`src/rtl/riscv_bp_types_pkg.sv`:
```
// Shared branch-predictor types and configuration presets.
// Contents:
//   DEFAULT_RSB_ENTRIES, RSB_PTR_W, RSB_CNT_W, RSB_ADDR_W : RSB preset widths
//   rsb_ckpt_t : return-stack checkpoint {tos, count[, top_data]}
// Optional feature macro: RSB_TOP_REPAIR_EN (adds top_data to the checkpoint).
package riscv_bp_types_pkg;

    localparam int unsigned DEFAULT_RSB_ENTRIES = 8;
    localparam int unsigned RSB_PTR_W           = $clog2(DEFAULT_RSB_ENTRIES);
    localparam int unsigned RSB_CNT_W           = $clog2(DEFAULT_RSB_ENTRIES + 1);
    localparam int unsigned RSB_ADDR_W          = 32;

    // Snapshot of the return stack taken with every predicted branch.
    typedef struct packed {
        logic [RSB_PTR_W-1:0]  tos;
        logic [RSB_CNT_W-1:0]  count;
`ifdef RSB_TOP_REPAIR_EN
        logic [RSB_ADDR_W-1:0] top_data;
`endif
    } rsb_ckpt_t;

endpackage

```
`src/rtl/riscv_return_stack_buffer.sv`:
```
// Return stack buffer for the fetch-stage branch predictor.
// Pushes link addresses on predicted calls, supplies the top entry as the
// target of predicted returns, and exports a checkpoint so execute can
// restore the stack after a misprediction.
// Ports:
//   clk_i, rst_ni        : clock, synchronous active-low reset
//   push_i, push_addr_i  : predicted call and its link address
//   pop_i                : predicted return
//   pred_valid_o         : stack non-empty
//   pred_target_o        : current top-of-stack entry
//   ckpt_o               : current {tos, count[, top_data]}
//   restore_i, restore_ckpt_i : misprediction recovery
//   flush_i              : empty the stack (pointers only)
// Optional feature macro: RSB_TOP_REPAIR_EN (checkpoint carries the top entry,
// which is written back on restore).
module riscv_return_stack_buffer
    import riscv_bp_types_pkg::*;
#(
    parameter int unsigned DEPTH      = DEFAULT_RSB_ENTRIES,
    parameter int unsigned ADDR_WIDTH = 32
) (
    input  logic                  clk_i,
    input  logic                  rst_ni,
    input  logic                  push_i,
    input  logic [ADDR_WIDTH-1:0] push_addr_i,
    input  logic                  pop_i,
    output logic                  pred_valid_o,
    output logic [ADDR_WIDTH-1:0] pred_target_o,
    output rsb_ckpt_t             ckpt_o,
    input  logic                  restore_i,
    input  rsb_ckpt_t             restore_ckpt_i,
    input  logic                  flush_i
);

    localparam int unsigned PTR_W = $clog2(DEPTH);
    localparam int unsigned CNT_W = $clog2(DEPTH + 1);

    // Elaboration checks: pointer wrap relies on a power-of-two depth, and the
    // checkpoint layout is fixed by the package preset.
    if ((DEPTH < 2) || ((DEPTH & (DEPTH - 1)) != 0)) begin : g_bad_depth
        $error("riscv_return_stack_buffer: DEPTH must be a power of two >= 2");
    end
    if ((PTR_W != RSB_PTR_W) || (CNT_W != RSB_CNT_W)) begin : g_bad_ckpt
        $error("riscv_return_stack_buffer: DEPTH does not match rsb_ckpt_t widths");
    end
`ifdef RSB_TOP_REPAIR_EN
    if (ADDR_WIDTH != RSB_ADDR_W) begin : g_bad_addr
        $error("riscv_return_stack_buffer: ADDR_WIDTH does not match rsb_ckpt_t.top_data");
    end
`endif

    logic [PTR_W-1:0]      r_tos;
    logic [CNT_W-1:0]      r_count;
    logic [ADDR_WIDTH-1:0] r_mem [DEPTH];

    logic [PTR_W-1:0]      w_tos_nxt;
    logic [CNT_W-1:0]      w_count_nxt;
    logic                  w_wr_en;
    logic [PTR_W-1:0]      w_wr_idx;
    logic [ADDR_WIDTH-1:0] w_wr_data;
    logic                  w_empty;

    assign w_empty = (r_count == '0);

    // Next-state: flush > restore > push/pop.
    always_comb begin
        w_tos_nxt   = r_tos;
        w_count_nxt = r_count;
        w_wr_en     = 1'b0;
        w_wr_idx    = r_tos;
        w_wr_data   = push_addr_i;

        if (flush_i) begin
            w_tos_nxt   = '0;
            w_count_nxt = '0;
        end else if (restore_i) begin
            w_tos_nxt   = PTR_W'(restore_ckpt_i.tos);
            w_count_nxt = CNT_W'(restore_ckpt_i.count);
`ifdef RSB_TOP_REPAIR_EN
            w_wr_en     = 1'b1;
            w_wr_idx    = PTR_W'(restore_ckpt_i.tos);
            w_wr_data   = ADDR_WIDTH'(restore_ckpt_i.top_data);
`endif
        end else if (push_i && (!pop_i || w_empty)) begin
            // Plain push; on a full stack the oldest slot is overwritten.
            w_tos_nxt   = r_tos + PTR_W'(1);
            w_wr_en     = 1'b1;
            w_wr_idx    = r_tos + PTR_W'(1);
            w_count_nxt = (r_count == CNT_W'(DEPTH)) ? r_count : r_count + CNT_W'(1);
        end else if (push_i && pop_i) begin
            // Return-then-call: replace the top entry in place.
            w_wr_en     = 1'b1;
            w_wr_idx    = r_tos;
        end else if (pop_i && !w_empty) begin
            w_tos_nxt   = r_tos - PTR_W'(1);
            w_count_nxt = r_count - CNT_W'(1);
        end
    end

    // State registers; storage is cleared on reset but not on flush.
    always_ff @(posedge clk_i) begin
        if (!rst_ni) begin
            r_tos   <= '0;
            r_count <= '0;
            for (int unsigned i = 0; i < DEPTH; i++) begin
                r_mem[PTR_W'(i)] <= '0;
            end
        end else begin
            r_tos   <= w_tos_nxt;
            r_count <= w_count_nxt;
            if (w_wr_en) begin
                r_mem[w_wr_idx] <= w_wr_data;
            end
        end
    end

    // Zero-latency read path from registered state.
    assign pred_valid_o  = !w_empty;
    assign pred_target_o = r_mem[r_tos];

    always_comb begin
        ckpt_o          = '0;
        ckpt_o.tos      = RSB_PTR_W'(r_tos);
        ckpt_o.count    = RSB_CNT_W'(r_count);
`ifdef RSB_TOP_REPAIR_EN
        ckpt_o.top_data = RSB_ADDR_W'(r_mem[r_tos]);
`endif
    end

endmodule
```
`config.mk`:
```
export PLATFORM = sky130hd
export DESIGN_NAME = riscv_return_stack_buffer
export DESIGN_NICKNAME = d
export VERILOG_FILES = /design/src/rtl/riscv_bp_types_pkg.sv /design/src/rtl/riscv_return_stack_buffer.sv
export SDC_FILE = /design/constraint.sdc
export NUM_CORES = 1
export LEC_CHECK = 0
export ABC_AREA = 1
export CAP_MARGIN = 20
export CELL_PAD_IN_SITES_DETAIL_PLACEMENT = 0
export CELL_PAD_IN_SITES_GLOBAL_PLACEMENT = 2
export CORE_MARGIN = 4
export CORE_UTILIZATION = 44
export DETAILED_ROUTE_END_ITERATION = 8
export PLACE_DENSITY_LB_ADDON = 0.1
export SLEW_MARGIN = 10
export SYNTH_ARGS = -nofsm -noshare
export SYNTH_HDL_FRONTEND = slang
export SYNTH_SLANG_ARGS = --single-unit
```
`constraint.sdc`:
```
create_clock -name clk_i -period 12.5 [get_ports clk_i]
set_input_delay 2.5 -clock clk_i [delete_from_list [all_inputs] [get_ports clk_i]]
set_output_delay 2.5 -clock clk_i [all_outputs]
set_load 0.02 [all_outputs]
```
* Word-level counts from Yosys, hierarchy flattened
Memory sizes are Yosys's and may differ from the RTL's. A register that Yosys moved wholly into a read port is not among the register bits.
Index checks and enable logic that the tools add are counted.
** Storage, ports and cells
- Output and inout bits :: 40
- Input port bits :: 45
- Register bits :: 7
- Memories :: 1
- Bits in writable memories :: 256
** Memory list
- r_mem :: depth 8, width 32, rd ports 1, clocked after Yosys merged registers in 1, write ports 8, RTL line riscv_return_stack_buffer.sv:54 : logic [ADDR_WIDTH-1:0] r_mem [DEPTH];
** Operators by class
- Mux-type cells :: 25
- Add/sub/neg operators :: 4
- Bitwise gates (word level) :: 1
- Reduce and logical (&&, ||, !) cells :: 12
- Equality and inequality tests :: 3
** Operators by type and width (count)
- 32-bit two-way mux :: 1
- 32-bit OR reduction :: 1
- 3-bit two-way mux :: 10
- 4-bit two-way mux :: 5
- 1-bit two-way mux :: 9
- 3-bit inequality test, second input constant :: 2
- 4-bit by 1-bit adder with 4-bit output, second input constant :: 1
- 4-bit == test, second input constant :: 1
- 4-bit zero test :: 1
- 4-bit by 1-bit subtractor with 4-bit output, second input constant :: 1
- 3-bit by 1-bit adder with 3-bit output, second input constant :: 1
- 1-bit logical AND :: 3
- 3-bit AND reduction :: 1
- 3-bit nonzero test :: 1
- 3-bit by 1-bit subtractor with 3-bit output, second input constant :: 1
- 1-bit zero test :: 2
- 2-bit AND reduction :: 1
- 2-bit OR reduction :: 1
- 1-bit logical OR :: 1
- 1-bit NOT :: 1

* Longest topological paths before layout
Gate-level depths: netlist (run 1).
- Depth in word-level cells :: 11
- Depth in mapped cells :: 13
- Depth with buffers taken out :: 13

* Worst setup path after synthesis (run 1)
Ideal clock, no wire load.
- Path type :: in2reg
- Start point :: in restore_i
- End point :: mem r_mem[0][0], enable pin
- Library setup time :: 0.466 ns
- Setup slack :: 6.420 ns
- Required time :: 12.034 ns
- Buffers on the path :: 1
- Stages on the path :: 6
- Data arrival time :: 5.615 ns
- Cells stage by stage :: nor3_2 -> nand2_2 -> xor2_2 -> nand2_1 -> buf_2 -> o21ai_0
** RTL lines
- from (decl) :: RTL line riscv_return_stack_buffer.sv:30 : input logic restore_i,
- to (decl) :: RTL line riscv_return_stack_buffer.sv:54

==> summary.md, run 1 <==
| Metric | Value |
|---|---|
| Die width | `183 um` |
| GPL Wtd Cong | `0.738` |
| Seq. cell area | `0.00790 mm^2` |
| Port Buffers | `84` |
| Post-CTS resize count | `0` |
| Min Hold Slack | `0.559 ns` |
| Peak supply drop | `100 uV` |
| H-tree depth | `1` |
| CTS Sinks | `266` |
| Total routed wirelength | `33.0 mm` |
| WP buf/inv | `5` |
| Routed WL per cell | `20.3 um` |
| Syn nets | `1227` |
| Ant. Diodes | `0` |
| Worst R2R Path Depth | `9` |
| CTS tree | `yes` |
| CP endpoint kind | `flop` |
| Pins Over Slew Limit | `0` |
| Worst setup SP type | `input pin` |
| Post-layout min period | `6.16 ns` |
| Largest family of logic cells by synthesized area | `simple AND/OR/NAND/NOR gates` |
| Worst path cell trace | `clkdlybuf4s50_1 -> inv_2 -> nor2_2 -> inv_2 -> nor3_2 -> nand2_4 -> buf_4 -> o21ai_4 -> buf_4` |
| Post-Route Setup TNS | `0 ns` |
| Post-Synth Simple-Gate Area | `26.9%` |
| HP Start | `r_count[3]$_SDFFE_PP0P_` |
| Status | `finished clean` |
| Detailed placement HPWL | `17.6 mm` |
| Grt ovf | `0` |
| P_leak | `5.05 nW` |
| Max clock buf depth | `3` |
| Period utilisation layout | `49.2%` |
| Sequential share of the synthesized area | `58.4%` |
| Io pins | `85` |
| Synth Area in Adders | `0.519%` |
| Largest net degree at the start of global routing | `103` |
| Max Cap Violations | `0` |
| TritonCTS buffer count | `30` |
| Proportion of layout cells with a drive suffix above 1 | `24.7%` |
| Vias per cell | `5.60` |
| Routed Antenna Nets | `0` |
| Hold Fails Final Rpt | `0` |
| Worst Tran Pin Value | `1.07 ns` |
| Area of the multi-input gates | `0.00492 mm^2` |
| Worst Path Max Fanout | `56` |
| Mapped Cells | `1177` |
| Initial Utilization | `45.1%` |
| Clk Latency, worst-skew pair | `0.54 ns` |
| XOR/XNOR Fraction of Synth Area | `0.315%` |
| Root Driver | `clkbuf_16` |
| Synth Cell Area | `0.0135 mm^2` |
| Synth Area per Inst | `11.5 um^2` |
| Iter 0 DRT Violations | `687` |
| Final-layout fill cell count | `2693` |
| Slew margin rel. | `28.4%` |
| Synthesis-stage register bit count | `266` |
| GRT Resource Usage Total | `19.7%` |
| Synth area leader | `edfxtp_1` |
| Final instance area | `0.0154 mm^2` |
| Worst setup startpoint | `rst_ni` |
| End of the critical path | `r_mem[2][9]$_SDFFCE_PN0P_` |
| Die Y | `183 um` |
| Postcts setup bufs | `0` |
| Critical-path top delay cell | `clkdlybuf4s50_1` |
| Synth area leaders | `edfxtp_1, nor3_2, nor2_1, o32ai_1, nand2_1` |
| Post-route DRC violation count | `0` |
| Cell family with most CP delay | `buffers and inverters` |
| Final cell count without fillers | `1621` |
| Die Area | `0.0335 mm^2` |
| Core Rows | `63` |
| Top cell type's share of synthesized area | `57.0%` |
| Crit-path max cell delay | `1.05 ns` |
| Synth warnings | `0` |
| Flop-to-flop setup slack | `9.17 ns` |
| Worst EP arrival | `6.34 ns` |
| RSZ-0062 raised after global routing | `false` |
| P&R area growth vs syn | `14.1%` |
| Initial antenna violation count | `0` |
| Clk_skew | `0.0141 ns` |
| Via count | `9076` |
| Inst Count DP | `1565` |
| Synth Area in Compound Gates | `7.66%` |
| Core ar. | `0.0300 mm^2` |
| Hold-fix buffers at CTS | `0` |
| Critical Path RT | `12.68 ns` |
| Clk slew on worst S/H paths | `0.06 ns` |
| Global-route wire length before repair | `52.7 mm` |
| Classification of the worst setup path | `in -> reg` |
| Multiplexer share of the synthesized area | `0.0742%` |
| Fmax | `162 MHz` |
| Power Dens Cells | `137 mW/mm^2` |
| Post-DP Area | `0.0145 mm^2` |
| Worst Hold Class | `reg -> reg` |
| Drt pass-1 iters | `5` |
| Vias in the first global route | `9310` |
| RR Startpoint | `r_count[0]$_SDFFE_PP0P_` |
| Worst path depth | `9` |
| Layout net count | `1258` |
| Reg-to-reg endpoint | `r_mem[2][9]$_SDFFCE_PN0P_` |
| Count of different cell masters after synthesis | `28` |
| Final setup fails | `0` |
## cells by family (layout without fill, tap and decap cells)
kind of cell	count (synthesis)	after routing
muxes	1	1
DFF	266	266
buffers and inverters	154	208
AOI/OAI and AO/OA	158	158
xor gates and xnor gates	4	4
adders and majority gates	5	5
and+or+nand+nor	589	589
## sequential cells by signal, indices dropped and copies added (netlist names), named ones only
name     count
r_mem      256
r_count      4
r_tos        3
## layout make-up
class | count | share of cell area, %
Timing Repair Buffer | 105 | 6.62
Inverter | 48 | 1.19
Clock inverter | 19 | 0.569
Multi-Input combinational cell | 757 | 32.0
Tap cell | 390 | 3.17
Clock buffer | 36 | 5.16
Sequential cell | 266 | 51.3
## power breakdown
group / switching (W) / total (W) / internal [W] / leakage [nW]
clock: 0.000346 / 0.000795 / 0.000449 / 0.439
sequential: 0.0000160 / 0.00103 / 0.00101 / 2.73
combinational: 0.000196 / 0.000288 / 0.0000915 / 1.87
total: 0.000558 / 0.00211 / 0.00155 / 5.05
## cell usage after synthesis (all sizes together)
library cell  count
o32ai            64
mux2i             1
a22oi             1
nand3             8
dfxtp            10
buf              65
or2               1
a21oi            12
nor2            200
o21ai            81
nor3            258
xor2              3
clkinv           32
edfxtp          256
inv              16
fa                1
nand2           122
clkbuf           41
ha                4
xnor2             1
## how the worst min path moves through the flow
stage | depth (start not counted) | slack (ns) | endpoint
floorplan | 2 | 0.57 | r_count[3]$_SDFFE_PP0P_
global placement | 2 | 0.58 | r_count[3]$_SDFFE_PP0P_
detailed placement | 2 | 0.55 | r_count[3]$_SDFFE_PP0P_
CTS | 2 | 0.57 | r_count[3]$_SDFFE_PP0P_
global route | 2 | 0.62 | r_count[3]$_SDFFE_PP0P_
finish | 2 | 0.56 | r_count[3]$_SDFFE_PP0P_
## tightest hold or removal path, delay by kind of cell (launching register included)
family	cells	cell delay, ns
and+or+nand+nor	1	0.09
DFF	1	0.36
AOI/OAI and AO/OA	1	0.07
## per-stage QoR
step / setup WS, ns / util, % / power (W)
finish: 6.34 / 51.4 / 0.00211
global route: 6.15 / 51.4 / 0.00219
CTS: 6.32 / 51.3 / 0.00213
detailed placement: 5.74 / 48.4 / 0.00133
global placement: 5.80 / 48.4 / 0.00133
floorplan: 6.42 / - / 0.00123
## routing by layer
metal | up-vias | GRT usage (%) | share of wire [%]
met3 | 39 | 2.20 | 4.3
met4 | 0 | 3.52 | 1.5
li1 | 4300 | - | -
met2 | 200 | 33.5 | 48
met1 | 4537 | 28.0 | 46
met5 | - | 0 | 0
## cell usage in the layout, fill, tap and decap left out
| master | netlist | final |
|---|---|---|
| inv_8 | 0 | 1 |
| edfxtp_1 | 256 | 256 |
| inv_2 | 5 | 5 |
| inv_4 | 0 | 1 |
| xor2_2 | 1 | 1 |
| nand2_4 | 0 | 5 |
| nor3_2 | 212 | 212 |
| dfxtp_1 | 10 | 7 |
| clkbuf_16 | 0 | 31 |
| o32ai_1 | 64 | 64 |
| nor2_1 | 198 | 198 |
| dfxtp_2 | 0 | 1 |
| buf_4 | 16 | 20 |
| o21ai_4 | 0 | 8 |
| clkinv_1 | 32 | 43 |
| nor3_1 | 46 | 46 |
| nor2_2 | 2 | 2 |
| xor2_1 | 2 | 2 |
| xnor2_1 | 1 | 1 |
| mux2i_1 | 1 | 1 |
| clkinv_2 | 0 | 7 |
| dfxtp_4 | 0 | 2 |
| or2_2 | 1 | 1 |
| clkbuf_1 | 41 | 5 |
| o21ai_0 | 81 | 73 |
| a21oi_1 | 12 | 12 |
| fa_1 | 1 | 1 |
| nand2_1 | 116 | 111 |
| buf_16 | 0 | 1 |
| a22oi_1 | 1 | 1 |
| clkdlybuf4s50_1 | 0 | 84 |
| ha_1 | 4 | 4 |
| nand2_2 | 6 | 5 |
| nand2_8 | 0 | 1 |
| nand3_1 | 8 | 8 |
| inv_1 | 11 | 10 |
(Power assumes the default switching activity.)
==> run 2, diff against run 1 <==
CORE_UTILIZATION = 41   (was 44)
clock period = 5.9 ns   (was 12.5 ns; I/O delays follow)
==> run 2 against run 1 <==
Compared with the run above:
- combinational power rose by 110%
- hold slack worse by 0.014 ns
- clock skew decreased by 0.0080 ns
- register-to-register slack got worse by 6.6 ns
- final cell count grew 3.3%
- clock power is 110% higher
- die area grew 7.0%
- flip-flop and latch count is the same
- first-iteration DRC count down 14%
- core utilization fell by 3.8 points
- largest cell class unchanged
- largest power group unchanged
==> summary.md, run 2 (synthesized netlist as in run 1, its figures left out) <==
| Metric | Value |
|---|---|
| Status | `finished clean` |
| Initial Utilization | `41.5% (-3.6 points)` |
| Hold Fails Final Rpt | `0 (unchanged)` |
| Die Y | `189 um (+3.4%)` |
| Post-DP Area | `0.0146 mm^2 (+1.1%)` |
| Worst slack, placed | `1.10 ns (-4.64 ns)` |
| Worst setup SP type | `flop` |
| Pins Over Slew Limit | `0 (unchanged)` |
| Max reg flops | `256 (unchanged)` |
| Die width | `189 um (+3.4%)` |
| Vias in the first global route | `9223 (-0.93%)` |
| Worst path cell trace | `buf_4 -> nor2_1 -> o32ai_1 -> nand2_1 -> nand2_1 -> clkdlybuf4s50_1` |
| Routed Antenna Nets | `0 (unchanged)` |
| Critical Path Most Common Cell | `nand2_1` |
| Period utilisation layout | `77.4%` |
| Worst EP arrival | `3.39 ns (-2.95 ns)` |
| Final instance area | `0.0155 mm^2 (+0.57%)` |
| Core Rows | `66 (+4.8%)` |
| Largest net degree at the start of global routing | `99 (-3.9%)` |
| Max clock buf depth | `3 (unchanged)` |
| Clk_skew | `0.00614 ns (-0.00798 ns)` |
| Peak supply drop | `185 uV (+84%)` |
| Fmax | `219 MHz` |
| Routed WL per cell | `20.9 um (+2.5%)` |
| Clk slew on worst S/H paths | `0.06 ns (about the same)` |
| Ant. Diodes | `0 (unchanged)` |
| Largest regs | `r_mem (256), r_count (4), r_tos (3)` |
| Post-CTS resize count | `0 (unchanged)` |
| Classification of the worst setup path | `reg -> out` |
| P_leak | `5.05 nW (about the same)` |
| Iter 0 DRT Violations | `593 (-14%)` |
| Proportion of layout cells with a drive suffix above 1 | `24.7% (about the same)` |
| Grt ovf | `0 (unchanged)` |
| CTS tree | `yes` |
| CP endpoint kind | `output pin` |
| Most frequent cells in the layout | `edfxtp_1, nor3_2, nor2_1` |
| Postcts setup bufs | `0 (unchanged)` |
| Final core utilization | `47.6% (-3.8 points)` |
| Vias per cell | `5.43 (-3.0%)` |
| Post-route DRC violation count | `0 (unchanged)` |
| Max Cap Violations | `0 (unchanged)` |
| WP buf/inv | `2 (-3)` |
| Post-Route Setup TNS | `0 ns (unchanged)` |
| Critical-path top delay cell | `buf_4` |
| Detailed placement HPWL | `18.5 mm (+5.1%)` |
| Total routed wirelength | `34.9 mm (+5.9%)` |
| Worst Path Max Fanout | `98 (+75%)` |
| CTS Sinks | `266 (unchanged)` |
| Worst Hold Class | `reg -> reg` |
| Io pins | `85 (unchanged)` |
| PnR worst setup slack | `1.33 ns (-5.01 ns)` |
| Final cell count without fillers | `1674 (+3.3%)` |
| Port Buffers | `84 (unchanged)` |
| H-tree depth | `1 (unchanged)` |
| Slew margin rel. | `26.3% (-2.0 points)` |
| Power Dens Cells | `288 mW/mm^2 (+110%)` |
| Root Driver | `clkbuf_16` |
| Crit-path max cell delay | `0.87 ns (-0.18 ns)` |
| Global-route wire length before repair | `54.6 mm (+3.6%)` |
| RSZ-0062 raised after global routing | `false` |
| Critical Path RT | `4.72 ns (-7.96 ns)` |
| Hold-fix buffers at CTS | `0 (unchanged)` |
| GRT Resource Usage Total | `19.3% (-0.46 points)` |
| Inst Count DP | `1622 (+3.6%)` |
| Post-layout min period | `4.57 ns` |
| Most common cell after layout, fill and taps aside | `edfxtp_1` |
| Core ar. | `0.0325 mm^2 (+8.6%)` |
| Clk Latency, worst-skew pair | `0.53 ns (about the same)` |
| Initial antenna violation count | `0 (unchanged)` |
| Die Area | `0.0359 mm^2 (+7.0%)` |
| Final setup fails | `0 (unchanged)` |
| Layout net count | `1261 (+0.24%)` |
| TritonCTS buffer count | `29 (-3.3%)` |
| GPL Wtd Cong | `0.725 (-1.8%)` |
| Cell family with most CP delay | `buffers and inverters` |
| Biggest register | `r_mem` |
| Worst Tran Pin Value | `1.10 ns (+0.0303 ns)` |
| P&R area growth vs syn | `14.7%` |
| Drt pass-1 iters | `5 (unchanged)` |
| Via count | `9087 (+0.12%)` |
## run 2: tightest hold or removal path: stages, from the launching register on
cell and delay, ns:
dfxtp_1 0.36, nand2_1 0.08, a21oi_1 0.06
## run 2: routing by layer
layer | routed length (um) | global-route usage, % | share of wire, % | vias up
met3 | 1390 | 2.18 | 4.0 | 30
met5 | 0 | 0 | 0 | -
met1 | 16000 | 26.4 | 46 | 4581
met4 | 488 | 3.70 | 1.4 | 0
li1 | - | - | - | 4301
met2 | 17000 | 33.5 | 49 | 175
## run 2: cell type report
class / instances / area [um^2]
multi-input cells: 757 / 4920
clock buffers: 36 / 752
inverters: 48 / 183
clock inverters: 16 / 92.6
fillers: 3062 / 17100
repair buffers: 109 / 1080
flip-flops and latches: 266 / 7900
well taps: 442 / 553
## run 2: final timing paths
kind,from,endpoint,slack [ns],cells after the start
worst max-delay path,flop,pred_target_o[22],1.33,6
worst min register to register,r_count[3]$_SDFFE_PP0P_,r_count[3]$_SDFFE_PP0P_,0.55,2
worst min-delay path,r_count[3]$_SDFFE_PP0P_,r_count[3]$_SDFFE_PP0P_,0.55,2
worst max register to register,r_count[0]$_SDFFE_PP0P_,r_mem[6][12]$_SDFFCE_PN0P_,2.62,9
## run 2: report_power, final
part / switching [W] / internal, W
registers: 0.0000370 / 0.00214
clock network: 0.000732 / 0.000937
logic: 0.000421 / 0.000198
total: 0.00119 / 0.00327
## run 2: metrics by stage
step | hold slack (ns) | power, W
2_1_floorplan | 0.570 | 0.00260
3_3_place_gp | 0.551 | 0.00285
3_5_place_dp | 0.522 | 0.00285
4_1_cts | 0.543 | 0.00451
5_1_grt | 0.586 | 0.00464
6_report | 0.546 | 0.00446
==> run 3, diff against run 2 <==
CORE_UTILIZATION = 37   (was 41)
clock period = 4.2 ns   (was 5.9 ns; I/O delays follow)
==> run 3 against run 2 <==
Compared with the run above:
- clock-buffer cell count rose by 6
- register-to-register slack worse by 0.86 ns
- largest power group unchanged
- die area up 10%
- largest cell class unchanged
- clock skew is 0.00080 ns higher
- first-iteration DRC count is 33% lower
==> summary.md, run 3 (synthesized netlist as in run 1, its figures left out) <==
| Metric | Value |
|---|---|
| Status | `finished clean` |
| GPL Wtd Cong | `0.716 (-1.2%)` |
| Layout net count | `1278 (+1.3%)` |
| Post-CTS resize count | `0 (unchanged)` |
| RR Startpoint | `r_tos[0]$_SDFFE_PP0P_` |
| Worst Hold Class | `reg -> reg` |
| Die Y | `199 um (+5.0%)` |
| Clk Latency, worst-skew pair | `0.56 ns (+0.03 ns)` |
| Post-layout min period | `3.88 ns` |
| Critical-path top delay cell | `clkdlybuf4s50_1` |
| Via count | `9141 (+0.59%)` |
| Most common cell after layout, fill and taps aside | `edfxtp_1` |
| H-tree depth | `1 (unchanged)` |
| Post-route DRC violation count | `0 (unchanged)` |
| Global-route wire length before repair | `57.3 mm (+4.9%)` |
| Hold Fails Final Rpt | `0 (unchanged)` |
| TritonCTS buffer count | `31 (+6.9%)` |
| Max Cap Violations | `0 (unchanged)` |
| Vias in the first global route | `9472 (+2.7%)` |
| Cell family with most CP delay | `buffers and inverters` |
| Worst path depth | `7 (+1)` |
| Worst Tran Pin Value | `0.905 ns (-0.200 ns)` |
| Final setup fails | `0 (unchanged)` |
| Worst EP arrival | `3.04 ns (-0.35 ns)` |
| Initial Utilization | `37.8% (-3.7 points)` |
| Worst path cell trace | `inv_4 -> buf_12 -> nor2_1 -> o32ai_1 -> nand2_1 -> nand2_1 -> clkdlybuf4s50_1` |
| GRT Resource Usage Total | `18.6% (-0.67 points)` |
| Clk_skew | `0.00694 ns (+0.000798 ns)` |
| Largest regs | `r_mem (256), r_count (4), r_tos (3)` |
| Io pins | `85 (unchanged)` |
| CTS Sinks | `266 (unchanged)` |
| Proportion of layout cells with a drive suffix above 1 | `25.7% (+0.98 points)` |
| Total power | `0.00636 W (+42%)` |
| Flop-to-flop setup slack | `1.76 ns (-0.86 ns)` |
| Reg-to-reg endpoint | `r_mem[6][2]$_SDFFCE_PN0P_` |
| Root Driver | `clkbuf_16` |
| CTS tree | `yes` |
| P_leak | `5.17 nW (+2.4%)` |
| Initial antenna violation count | `0 (unchanged)` |
| Period utilisation layout | `92.3%` |
| Worst Path Max Fanout | `48 (-51%)` |
| Core Rows | `69 (+4.5%)` |
| Classification of the worst setup path | `reg -> out` |
| Crit-path max cell delay | `0.65 ns (-0.22 ns)` |
| Ant. Diodes | `0 (unchanged)` |
| Critical Path RT | `3.36 ns (-1.36 ns)` |
| RSZ-0062 raised after global routing | `false` |
| Final core utilization | `44.0% (-3.6 points)` |
| Grt ovf | `0 (unchanged)` |
| Worst R2R Path Depth | `7 (-2)` |
| Max clock buf depth | `3 (unchanged)` |
| Clk slew on worst S/H paths | `0.06 ns (about the same)` |
| Vias per cell | `5.34 (-1.6%)` |
| Critical Path Most Common Cell | `nand2_1` |
| Power Dens Cells | `404 mW/mm^2 (+40%)` |
| Routed WL per cell | `21.3 um (+2.0%)` |
| Worst setup SP type | `flop` |
| Detailed placement HPWL | `20.5 mm (+10%)` |
| Routed Antenna Nets | `0 (unchanged)` |
| WP buf/inv | `3 (+1)` |
| Fmax | `258 MHz` |
| Max reg flops | `256 (unchanged)` |
| Hold-fix buffers at CTS | `0 (unchanged)` |
| Total routed wirelength | `36.4 mm (+4.3%)` |
| Final-layout fill cell count | `3418 (+12%)` |
| End of the critical path | `pred_target_o[31]` |
| Slew margin rel. | `39.7% (+13 points)` |
| P&R area growth vs syn | `16.4%` |
| Peak supply drop | `298 uV (+61%)` |
| Most frequent cells in the layout | `edfxtp_1, nor3_2, nor2_1` |
| Iter 0 DRT Violations | `399 (-33%)` |
| Postcts setup bufs | `0 (unchanged)` |
| Post-Route Setup TNS | `0 ns (unchanged)` |
| Biggest register | `r_mem` |
| CP endpoint kind | `output pin` |
| Port Buffers | `84 (unchanged)` |
| Pins Over Slew Limit | `0 (unchanged)` |
| Core ar. | `0.0357 mm^2 (+9.9%)` |
| Largest net degree at the start of global routing | `86 (-13%)` |
| Drt pass-1 iters | `5 (unchanged)` |
| Die Area | `0.0396 mm^2 (+10%)` |
| Die width | `199 um (+5.0%)` |
## run 3: per-layer routing
metal	global-route usage, %	routed length [um]	vias to the layer above
met5	0	0	-
met4	3.19	594	0
met3	2.27	1270	41
met2	32.1	17900	163
met1	25.7	16600	4602
li1	-	-	4335
## run 3: power breakdown
part / total [W] / leakage [nW] / internal [W] / switching [W]
clock network: 0.00240 / 0.432 / 0.00135 / 0.00106
logic: 0.000887 / 2.01 / 0.000294 / 0.000593
registers: 0.00307 / 2.73 / 0.00300 / 0.0000630
total: 0.00636 / 5.17 / 0.00464 / 0.00171
## run 3: area by class of cell
class	count	area [um^2]	share of cell area, %
sequential	266	7900	50.2
clock buffer	42	817	5.20
clock inverter	14	63.8	0.406
inverter	48	183	1.16
timing repair buffer	124	1250	7.98
tap	461	577	3.67
multi-input combinational	757	4920	31.3
## run 3: how the worst min path moves through the flow
stage / startpoint / to / slack (ns) / depth (start not counted)
after floorplan: r_count[3]$_SDFFE_PP0P_ / r_count[3]$_SDFFE_PP0P_ / 0.57 / 2
after global placement: r_count[3]$_SDFFE_PP0P_ / r_count[3]$_SDFFE_PP0P_ / 0.53 / 2
after detailed placement: r_count[3]$_SDFFE_PP0P_ / r_count[3]$_SDFFE_PP0P_ / 0.52 / 2
after CTS: r_count[3]$_SDFFE_PP0P_ / r_count[3]$_SDFFE_PP0P_ / 0.53 / 2
after global routing: r_count[3]$_SDFFE_PP0P_ / r_count[3]$_SDFFE_PP0P_ / 0.56 / 2
final: r_count[3]$_SDFFE_PP0P_ / r_count[3]$_SDFFE_PP0P_ / 0.53 / 2
## run 3: per-stage QoR
step	instance area [um^2]	hold slack (ns)	setup WS [ns]	std cells
final	15700	0.531	0.323	1712
after global routing	15700	0.559	0.133	1712
after CTS	15700	0.530	0.268	1712
after detailed placement	14800	0.517	0.845	1656
after global placement	14800	0.531	0.884	1656
after floorplan	13500	0.570	-0.220	1177
## run 3: worst register-to-register path, stage by stage, from the launching register on
cell and delay [ns]:
dfxtp_1 0.47, ha_1 0.21, xor2_1 0.23, nand3_1 0.12
nand2_2 0.15, nand2_4 0.26, o21ai_4 0.45, buf_12 0.24
